$ cat src/rtl/seq_mag_compare.sv
// Sequential magnitude comparator: walks operands one SLICE-bit slice per clock from the MSB
// and stops at the first differing slice. Unsigned or two's-complement, valid/ready on both sides.
module seq_mag_compare #(
   parameter  int WIDTH  = 8,
   parameter  int SLICE  = 2,
   localparam int NSLICE = WIDTH / SLICE,
   localparam int CW     = $clog2(NSLICE) + 1
) (
   input  logic             clk,
   input  logic             rst_n,
   input  logic             in_valid,
   output logic             in_ready,
   input  logic [WIDTH-1:0] a,
   input  logic [WIDTH-1:0] b,
   input  logic             signed_mode,
   output logic             out_valid,
   input  logic             out_ready,
   output logic             gt,
   output logic             eq,
   output logic             lt,
   output logic             ge,
   output logic [CW-1:0]    slices_used
);

   localparam int               KW       = (NSLICE > 1) ? $clog2(NSLICE) : 1;
   localparam logic [KW-1:0]    K_TOP    = KW'(NSLICE - 1);
   localparam logic [CW-1:0]    NS_CW    = CW'(NSLICE);
   localparam logic [SLICE-1:0] MSB_FLIP = SLICE'(1) << (SLICE - 1);

   typedef enum logic [1:0] {IDLE, SCAN, DONE} state_t;

   state_t           r_state;
   state_t           w_state_nxt;
   logic [WIDTH-1:0] r_a;
   logic [WIDTH-1:0] r_b;
   logic             r_sgn;
   logic [KW-1:0]    r_k;
   logic             r_gt;
   logic             r_eq;
   logic             r_lt;
   logic [CW-1:0]    r_used;
   logic [SLICE-1:0] w_sa;
   logic [SLICE-1:0] w_sb;
   logic             w_diff;
   logic             w_last;

   // Flipping the sign bit of the top slice maps two's-complement order onto unsigned order.
   always_comb begin
      w_sa = SLICE'(r_a >> (r_k * SLICE));
      w_sb = SLICE'(r_b >> (r_k * SLICE));
      if (r_sgn && (r_k == K_TOP)) begin
         w_sa = w_sa ^ MSB_FLIP;
         w_sb = w_sb ^ MSB_FLIP;
      end
   end

   assign w_diff = (w_sa != w_sb);
   assign w_last = (r_k == '0);

   always_ff @(posedge clk or negedge rst_n) begin
      if (!rst_n) r_state <= IDLE;
      else        r_state <= w_state_nxt;
   end

   always_comb begin
      w_state_nxt = r_state;
      case (r_state)
         IDLE:    if (in_valid)          w_state_nxt = SCAN;
         SCAN:    if (w_diff || w_last)  w_state_nxt = DONE;
         DONE:    if (out_ready)         w_state_nxt = IDLE;
         default:                        w_state_nxt = IDLE;
      endcase
   end

   always_ff @(posedge clk or negedge rst_n) begin
      if (!rst_n) begin
         r_a    <= '0;
         r_b    <= '0;
         r_sgn  <= 1'b0;
         r_k    <= '0;
         r_gt   <= 1'b0;
         r_eq   <= 1'b0;
         r_lt   <= 1'b0;
         r_used <= '0;
      end else begin
         case (r_state)
            IDLE: begin
               if (in_valid) begin
                  r_a   <= a;
                  r_b   <= b;
                  r_sgn <= signed_mode;
                  r_k   <= K_TOP;
               end
            end
            SCAN: begin
               if (w_diff) begin
                  r_gt   <= (w_sa > w_sb);
                  r_lt   <= (w_sa < w_sb);
                  r_eq   <= 1'b0;
                  r_used <= NS_CW - CW'(r_k);
               end else if (w_last) begin
                  r_gt   <= 1'b0;
                  r_lt   <= 1'b0;
                  r_eq   <= 1'b1;
                  r_used <= NS_CW;
               end else begin
                  r_k <= r_k - KW'(1);
               end
            end
            default: ;
         endcase
      end
   end

   assign in_ready    = (r_state == IDLE);
   assign out_valid   = (r_state == DONE);
   assign gt          = r_gt;
   assign eq          = r_eq;
   assign lt          = r_lt;
   assign ge          = r_gt | r_eq;
   assign slices_used = r_used;

endmodule

$ cat config.mk
export PLATFORM = sky130hd
export DESIGN_NAME = seq_mag_compare
export DESIGN_NICKNAME = d
export VERILOG_FILES = /design/src/rtl/seq_mag_compare.sv
export SDC_FILE = /design/constraint.sdc
export NUM_CORES = 1
export LEC_CHECK = 0
export ABC_AREA = 1
export BUFFER_PORTS_ARGS = -buffer_cell sky130_fd_sc_hd__buf_2
export CORE_MARGIN = 2
export CORE_UTILIZATION = 56
export CTS_BUF_LIST = sky130_fd_sc_hd__clkbuf_8 sky130_fd_sc_hd__clkbuf_16
export DETAILED_ROUTE_END_ITERATION = 16
export PLACE_DENSITY = 0.83
export SLEW_MARGIN = 0
export SYNTH_ARGS = -nofsm -noshare
export SYNTH_HDL_FRONTEND = slang
export SYNTH_SLANG_ARGS = --single-unit
export TNS_END_PERCENT = 100
$ cat constraint.sdc
create_clock -name clk -period 5.1 [get_ports clk]
set_input_delay 0.51 -clock clk [delete_from_list [all_inputs] [get_ports clk]]
set_output_delay 0.51 -clock clk [all_outputs]
set_load 0.1 [all_outputs]
==> results of run 1 <==
-- cells in the final DEF, fill, tap and decap left out --
| cell type | Yosys | layout |
|---|---|---|
| inv_1 | 7 | 7 |
| clkinv_2 | 0 | 1 |
| ha_1 | 4 | 4 |
| o21ai_0 | 4 | 4 |
| o22ai_1 | 1 | 1 |
| o21bai_1 | 1 | 1 |
| clkbuf_8 | 0 | 3 |
| nand2_2 | 1 | 1 |
| o21ai_1 | 4 | 4 |
| clkinv_1 | 1 | 1 |
| o31ai_1 | 1 | 1 |
| nor2_1 | 5 | 5 |
| inv_2 | 1 | 1 |
| buf_2 | 3 | 29 |
| dfrtp_1 | 27 | 27 |
| nand2_1 | 70 | 70 |
| nor2_4 | 2 | 2 |
| nand3_1 | 28 | 28 |
| nand2_4 | 1 | 1 |
| or2_2 | 1 | 1 |
-- routing by layer --
metal	share of wire [%]	GRT usage, %	wire length, um	up-vias
met5	0	0	0	-
met1	43	25.3	1170	565
met3	4.5	3.71	124	6
li1	-	-	-	582
met2	51	43.3	1390	40
met4	1.7	10.7	46	0
-- worst reg2reg max path: cells and delay by family (launching register included) --
| family | cells | cell delay (ps) |
|---|---|---|
| simple gates | 6 | 610 |
| flops | 1 | 550 |
| compound gates | 2 | 420 |
| buf+inv | 1 | 310 |
| fa+ha+maj | 1 | 280 |
-- through the flow --
step | utilization (%) | std cells
floorplan | - | 165
global placement | 65.8 | 216
detailed placement | 65.8 | 216
CTS | 67.8 | 220
global route | 67.8 | 220
finish | 67.8 | 220
-- layout make-up --
class | count | share of cell area [%]
Clock buffer | 3 | 2.73
Clock inverter | 1 | 0.330
Inverter | 9 | 2.23
Multi-Input combinational cell | 123 | 38.2
Sequential cell | 27 | 44.6
Tap cell | 28 | 2.31
Timing Repair Buffer | 29 | 9.58
-- flip-flops by register name, indices dropped and copies added (netlist names) --
signal / flops
r_sgn: 1
r_state: 2
gt: 1
slices_used: 3
lt: 1
r_a: 8
r_b: 8
r_k: 2
eq: 1
-- cells by family (layout without fill, tap and decap cells) --
kind of cell | count (synthesis) | count (layout) | share of synthesized area, %
buf+inv | 15 | 42 | 5.38
compound gates | 11 | 11 | 4.62
fa+ha+maj | 4 | 4 | 3.77
simple gates | 108 | 108 | 35.3
flops | 27 | 27 | 50.9
-- worst paths after layout --
kind / slack [ps] / cells past startpoint / from / end
min in group clk: 410 / 2 / out_ready / r_state[1]
min: 230 / 1 / rst_n / r_state[1]
max reg2reg: 2850 / 10 / r_k[0] / slices_used[1]
min reg2reg: 480 / 2 / r_a[0] / r_a[0]
max: 2850 / 10 / r_k[0] / slices_used[1]
max in group asynchronous: 4490 / 1 / rst_n / r_sgn
==> results.cfg, run 1 <==
[status]
outcome = finished, final reports clean

[yosys]
synth_top_area_share_pct = 50.9
ys_warn_count = 0
synth_top_area_cell = dfrtp_1
synth_seq_cells = 27
synth_edf_count = 0
ys_top_cells_by_area = dfrtp_1 51%, nand2_1 20%, nand3_1 11%
yosysMostFrequentCell = nand2_1
synth_area_um2 = 1330
netlist_instances = 165
ys.flop_type = dfrtp_1
postSynthAreaPerCell_um2 = 8.04
synth_nets = 190
ys_types = 21
synthArstFlopShare_pct = 100
ys_seq_area_share_pct = 50.9
synth.top_cells.by_count = 70 x nand2_1, 28 x nand3_1, 27 x dfrtp_1

[sta]
hold_viol = 0
max-slew-margin-rel_pct = 60.6
report.final.slew_viol_count = 0
fin_crit_ps = 2250
min_period_over_period_pct = 44.2
grt_setup_unrepaired = false
whs_ps = 230
fmax_ghz = 0.444
worstMarginPinSlew_ps = 590
tns_ps = 0
setup_viol_count_final = 0
setup_slack_ps = 2850
fin_worst_skew_ps = 1.10

[die]
chipHeight_um = 52.7
rows = 17
die_w_um = 52.7
die_area_um2 = 2770
io_pins = 30
core_um2 = 2230
initial_core_util_pct = 59.4

[placement]
dpl.hpwl_mm = 2.07
gp_congestion = 0.838
placed_area_um2 = 1470
port_buffers = 29
place_ws_ps = 2870

[drt]
first_pass_iters = 4
viasPerCell = 5.42
finalWirelength_mm = 2.74
drcViolationCount = 0
vias = 1193
ant_nets = 0
drt_iter0_drc = 38
wl_per_cell_um = 12.4

[layout]
antenna_cells = 0
drive_gt1_share_pct = 20.3
final_cell_area_um2 = 1520
multi_input_area_um2 = 579
register_area_um2 = 676
num-fill-cells = 199
nets = 218
area_growth_pct = 14.2

[grt]
gr-usage-all-layers_pct = 23.2
gr-total-overflow = 0
antenna_found_initial = 0
grt_max_degree = 28
first_global_vias = 1116
grt_pass1_wl_mm = 4.66

[min_path]
hold_path_class = in -> async

[clock_tree]
cts_hold_buf = 0
cts.reportedPaths.clkPinSlew_ps = 90
cts_made_buffers = 3
ctsHtreeMaxLevel = 1
root_buffer = clkbuf_8
cts_tree = built
cts_buffer_depth = 2
cts_setup_buffers = 0
clock_latency_ps = 270
cts.sinks = 27
post_cts_resized = 0

[setup_path]
worstSetupPathType = reg -> reg
path_cells = clkinv_1, nand2_1, nand3_1, nand3_1, nand2_1, ha_1, nand2_1, o21ai_1, nand2_1, o21ai_1
worstPathMaxFanout = 12
critPathSlowestCell = dfrtp_1
endpoint_kind = flop
slowest_delay_ps = 550
cp-start-kind = flop
cp_common_cell = nand2_1
cp_top_family = simple AND/OR/NAND/NOR gates
cp.required_ps = 5300
arrival_ps = 2450
cp.buffers_inverters = 1

[run]
drv_cap = 0
Power of run 1 is left out: the tool's default activity adds up to more than one toggle a clock period on the data nets, which glitch-free logic cannot reach.
==> run 2: changes to the inputs <==
Settings changed: CORE_UTILIZATION 56 to 52, PLACE_DENSITY 0.83 to 0.78.
Clock period 5.1 ns to 2.35 ns, I/O delays scaled along.
==> results.cfg, run 2 (synthesis gave the netlist of run 1 again) <==
[sta]
max-slew-margin-rel_pct = 60.9
tns_ps = 0
hold_viol = 0
worstMarginPinSlew_ps = 587
grt_setup_unrepaired = false
setup_viol_count_final = 0
fmax_ghz = 0.493
fin_worst_skew_ps = 2.41
fin_crit_ps = 2030
report.final.slew_viol_count = 0
min_period_over_period_pct = 86.3

[drt]
drt_iter0_drc = 24
drcViolationCount = 0
finalWirelength_mm = 2.67
first_pass_iters = 5
ant_nets = 0
viasPerCell = 5.12
vias = 1147
wl_per_cell_um = 11.9

[min_path]
hold_depth = 2
min-delay-start = out_ready
hold_path_class = in -> reg
hold_path_end = r_state[1]

[die]
rows = 18
chipHeight_um = 54.5
die_area_um2 = 2970
initial_core_util_pct = 54.0
core_um2 = 2450
io_pins = 30
die_w_um = 54.5

[clock_tree]
post_cts_resized = 0
ctsHtreeMaxLevel = 1
cts_made_buffers = 3
cts_buffer_depth = 2
cts_setup_buffers = 0
cts_tree = built
root_buffer = clkbuf_8
cts_hold_buf = 1
cts.reportedPaths.clkPinSlew_ps = 90
clock_latency_ps = 270
cts.sinks = 27

[grt]
gr-usage-all-layers_pct = 20.9
gr-total-overflow = 0
grt_max_degree = 28
antenna_found_initial = 0
first_global_vias = 1067
grt_pass1_wl_mm = 4.46

[layout]
register_area_um2 = 676
multi_input_area_um2 = 579
final_cell_mix = 70 x nand2_1, 29 x buf_2, 28 x nand3_1
nets = 220
drive_gt1_share_pct = 20.1
antenna_cells = 0
layout.cells.most_common = nand2_1
area_growth_pct = 15.7
num-fill-cells = 224

[setup_path]
ff2ff_setup_slack_ps = 320
cp.required_ps = 2550
cp.buffers_inverters = 1
slowest_delay_ps = 430
path_cells = clkinv_1, nand2_1, nand3_1, nand3_1, nand2_1, ha_1, nand2_1, o21ai_1, nand2_1, o21ai_1
cp_common_cell = nand2_1
endpoint_kind = flop
reg2reg_depth = 10
critPathSlowestCell = dfrtp_1
r2r_start = r_k[0]
cp-start-kind = flop
worstSetupPathType = reg -> reg
arrival_ps = 2230
cp_top_family = simple AND/OR/NAND/NOR gates
r2r-end = slices_used[1]
worstPathMaxFanout = 9
critical_path_depth = 10

[placement]
dpl.hpwl_mm = 2.00
gp_congestion = 0.853
port_buffers = 29

[run]
drv_cap = 0

[status]
outcome = finished, final reports clean
run 2: cell types whose count changed in the layout (fill, tap and decap cells not counted):
cell / change
inv_1: +1
buf_4: +1
clkinv_2: -1
dlygate4sd3_1: +1
run 2: worst max path at each step:
stage                           endpoint  slack (ps)  startpoint
after floorplan                out_valid         350  r_state[1]
after global placement        r_state[1]         500      r_k[0]
after detailed placement  slices_used[1]         340      r_k[0]
after CTS                 slices_used[1]         330      r_k[0]
after global routing      slices_used[0]         140      r_k[0]
final                     slices_used[1]         320      r_k[0]
run 2: cell type report:
type | instances | share of cell area (%)
clock buffers | 3 | 2.69
clock inverters | 1 | 0.245
inverters | 9 | 2.20
multi-input cells | 123 | 37.8
flip-flops and latches | 27 | 44.0
well taps | 30 | 2.45
repair buffers | 31 | 10.6
run 2: metrics by stage:
stage               utilization (%)  instances  setup slack (ps)  hold WS (ps)  cell area (um2)
global placement               60.2        219               498           262             1480
CTS                            62.5        224               330           130             1530
detailed placement             60.2        219               345           277             1480
global route                   62.5        224               143           133             1530
finish                         62.5        224               322           132             1530
floorplan                         -        165               346         -60.6             1330
run 2: layer usage:
layer / global-route usage, % / routed length, um / part of all wire [%] / vias up
met3: 3.55 / 100 / 3.7 / 5
met4: 7.08 / 27 / 1.0 / 0
met2: 38.8 / 1340 / 50 / 24
li1: - / - / - / 587
met1: 23.9 / 1200 / 45 / 531
met5: 0 / 0 / 0 / -
run 2: worst reg2reg max path: cells and delay by family, from the launching register on:
| family | cells | cell delay [ps] |
|---|---|---|
| compound gates | 2 | 400 |
| fa+ha+maj | 1 | 300 |
| buf+inv | 1 | 250 |
| flops | 1 | 430 |
| simple gates | 6 | 590 |
Power of run 2 is left out for the same reason.
==> run 3: changes to the inputs <==
Settings changed: RECOVER_POWER set to 50.
==> results.cfg, run 3 (synthesis gave the netlist of run 1 again) <==
[drt]
viasPerCell = 5.22
ant_nets = 0
wl_per_cell_um = 11.9
first_pass_iters = 4
finalWirelength_mm = 2.66
drcViolationCount = 0
drt_iter0_drc = 25
vias = 1170

[placement]
port_buffers = 29
gp_congestion = 0.853
dpl.hpwl_mm = 2.00

[setup_path]
cp.required_ps = 2550
worstPathMaxFanout = 9
endpoint_kind = flop
arrival_ps = 2240
path_cells = clkinv_1, nand2_1, nand3_1, nand3_1, nand2_1, ha_1, nand2_1, o21ai_1, nand2_1, o21ai_1
cp-start-kind = flop
cp_common_cell = nand2_1
slowest_delay_ps = 430
critPathSlowestCell = dfrtp_1
cp_top_family = simple AND/OR/NAND/NOR gates
worstSetupPathType = reg -> reg
cp.buffers_inverters = 1

[sta]
fin_crit_ps = 2040
fmax_ghz = 0.490
worstMarginPinSlew_ps = 1390
tns_ps = 0
hold_viol = 0
max-slew-margin-rel_pct = 7.51
setup_viol_count_final = 0
min_period_over_period_pct = 86.8
fin_worst_skew_ps = 2.46
grt_setup_unrepaired = false
report.final.slew_viol_count = 0

[die]
die_w_um = 54.5
die_area_um2 = 2970
initial_core_util_pct = 54.0
core_um2 = 2450
rows = 18
chipHeight_um = 54.5
io_pins = 30

[clock_tree]
cts_made_buffers = 3
cts_tree = built
cts.reportedPaths.clkPinSlew_ps = 90
root_buffer = clkbuf_8
ctsHtreeMaxLevel = 1
cts.sinks = 27
cts_buffer_depth = 2
clock_latency_ps = 270

[grt]
grt_pass1_wl_mm = 4.46
first_global_vias = 1067
gr-usage-all-layers_pct = 20.9
gr-total-overflow = 0
antenna_found_initial = 0
grt_max_degree = 28

[layout]
multi_input_area_um2 = 579
antenna_cells = 0
register_area_um2 = 676
nets = 220
drive_gt1_share_pct = 17.5
num-fill-cells = 229
area_growth_pct = 15.2
final_cell_mix = 70 x nand2_1, 28 x nand3_1, 27 x dfrtp_1
layout.cells.most_common = nand2_1

[min_path]
hold_path_class = in -> reg

[status]
outcome = finished, final reports clean

[run]
drv_cap = 0
==> run 3: cell types whose count changed in the layout (fill, tap and decap cells not counted) <==
cell and change:
buf_2 -5, clkbuf_1 +5
==> run 3: worst paths after layout <==
path                           start             end  slack (ps)  cells after the start
min reg2reg                   r_b[4]          r_b[4]         480                      2
min in group asynchronous      rst_n              gt         800                      2
min                        out_ready      r_state[1]         130                      2
max reg2reg                   r_k[0]  slices_used[1]         310                     10
max                           r_k[0]  slices_used[1]         310                     10
max in group asynchronous      rst_n          r_a[0]         740                      2
==> run 3: worst register-to-register path, cell delays in order (launching register included) <==
cell,delay (ps)
dfrtp_1,430
clkinv_1,250
nand2_1,130
nand3_1,100
nand3_1,90
nand2_1,60
ha_1,300
nand2_1,110
o21ai_1,320
nand2_1,100
o21ai_1,90
==> run 3: cell type report <==
cell class	count	area share, %
timing repair buffer	31	10.2
sequential	27	44.2
inverter	9	2.21
multi-input combinational	123	37.9
clock inverter	1	0.246
tap	30	2.46
clock buffer	3	2.70
==> run 3: metal layers <==
metal / GRT usage, % / up-vias / share of wire (%)
met1: 23.9 / 546 / 44
met4: 7.08 / 0 / 1.0
met5: 0 / - / 0
met3: 3.55 / 5 / 4.4
li1: - / 587 / -
met2: 38.8 / 32 / 51
==> run 3: what timing repair did <==
item | CTS | global route
setup buffers | 0 | 0
hold buffers | 1 | 0
gates resized for setup | 0 | 0
endpoints found under the hold margin | 27 | 0
==> run 3: metrics by stage <==
| step | hold WS [ps] | area, um2 | std cells | utilization [%] | setup slack [ps] |
|---|---|---|---|---|---|
| 3_5_place_dp | 277 | 1480 | 219 | 60.2 | 345 |
| 4_1_cts | 130 | 1530 | 224 | 62.5 | 330 |
| 3_3_place_gp | 262 | 1480 | 219 | 60.2 | 498 |
| 2_1_floorplan | -60.6 | 1330 | 165 | - | 346 |
| 6_report | 132 | 1530 | 224 | 62.2 | 310 |
| 5_1_grt | 133 | 1530 | 224 | 62.2 | 143 |
Power of run 3 is left out for the same reason.
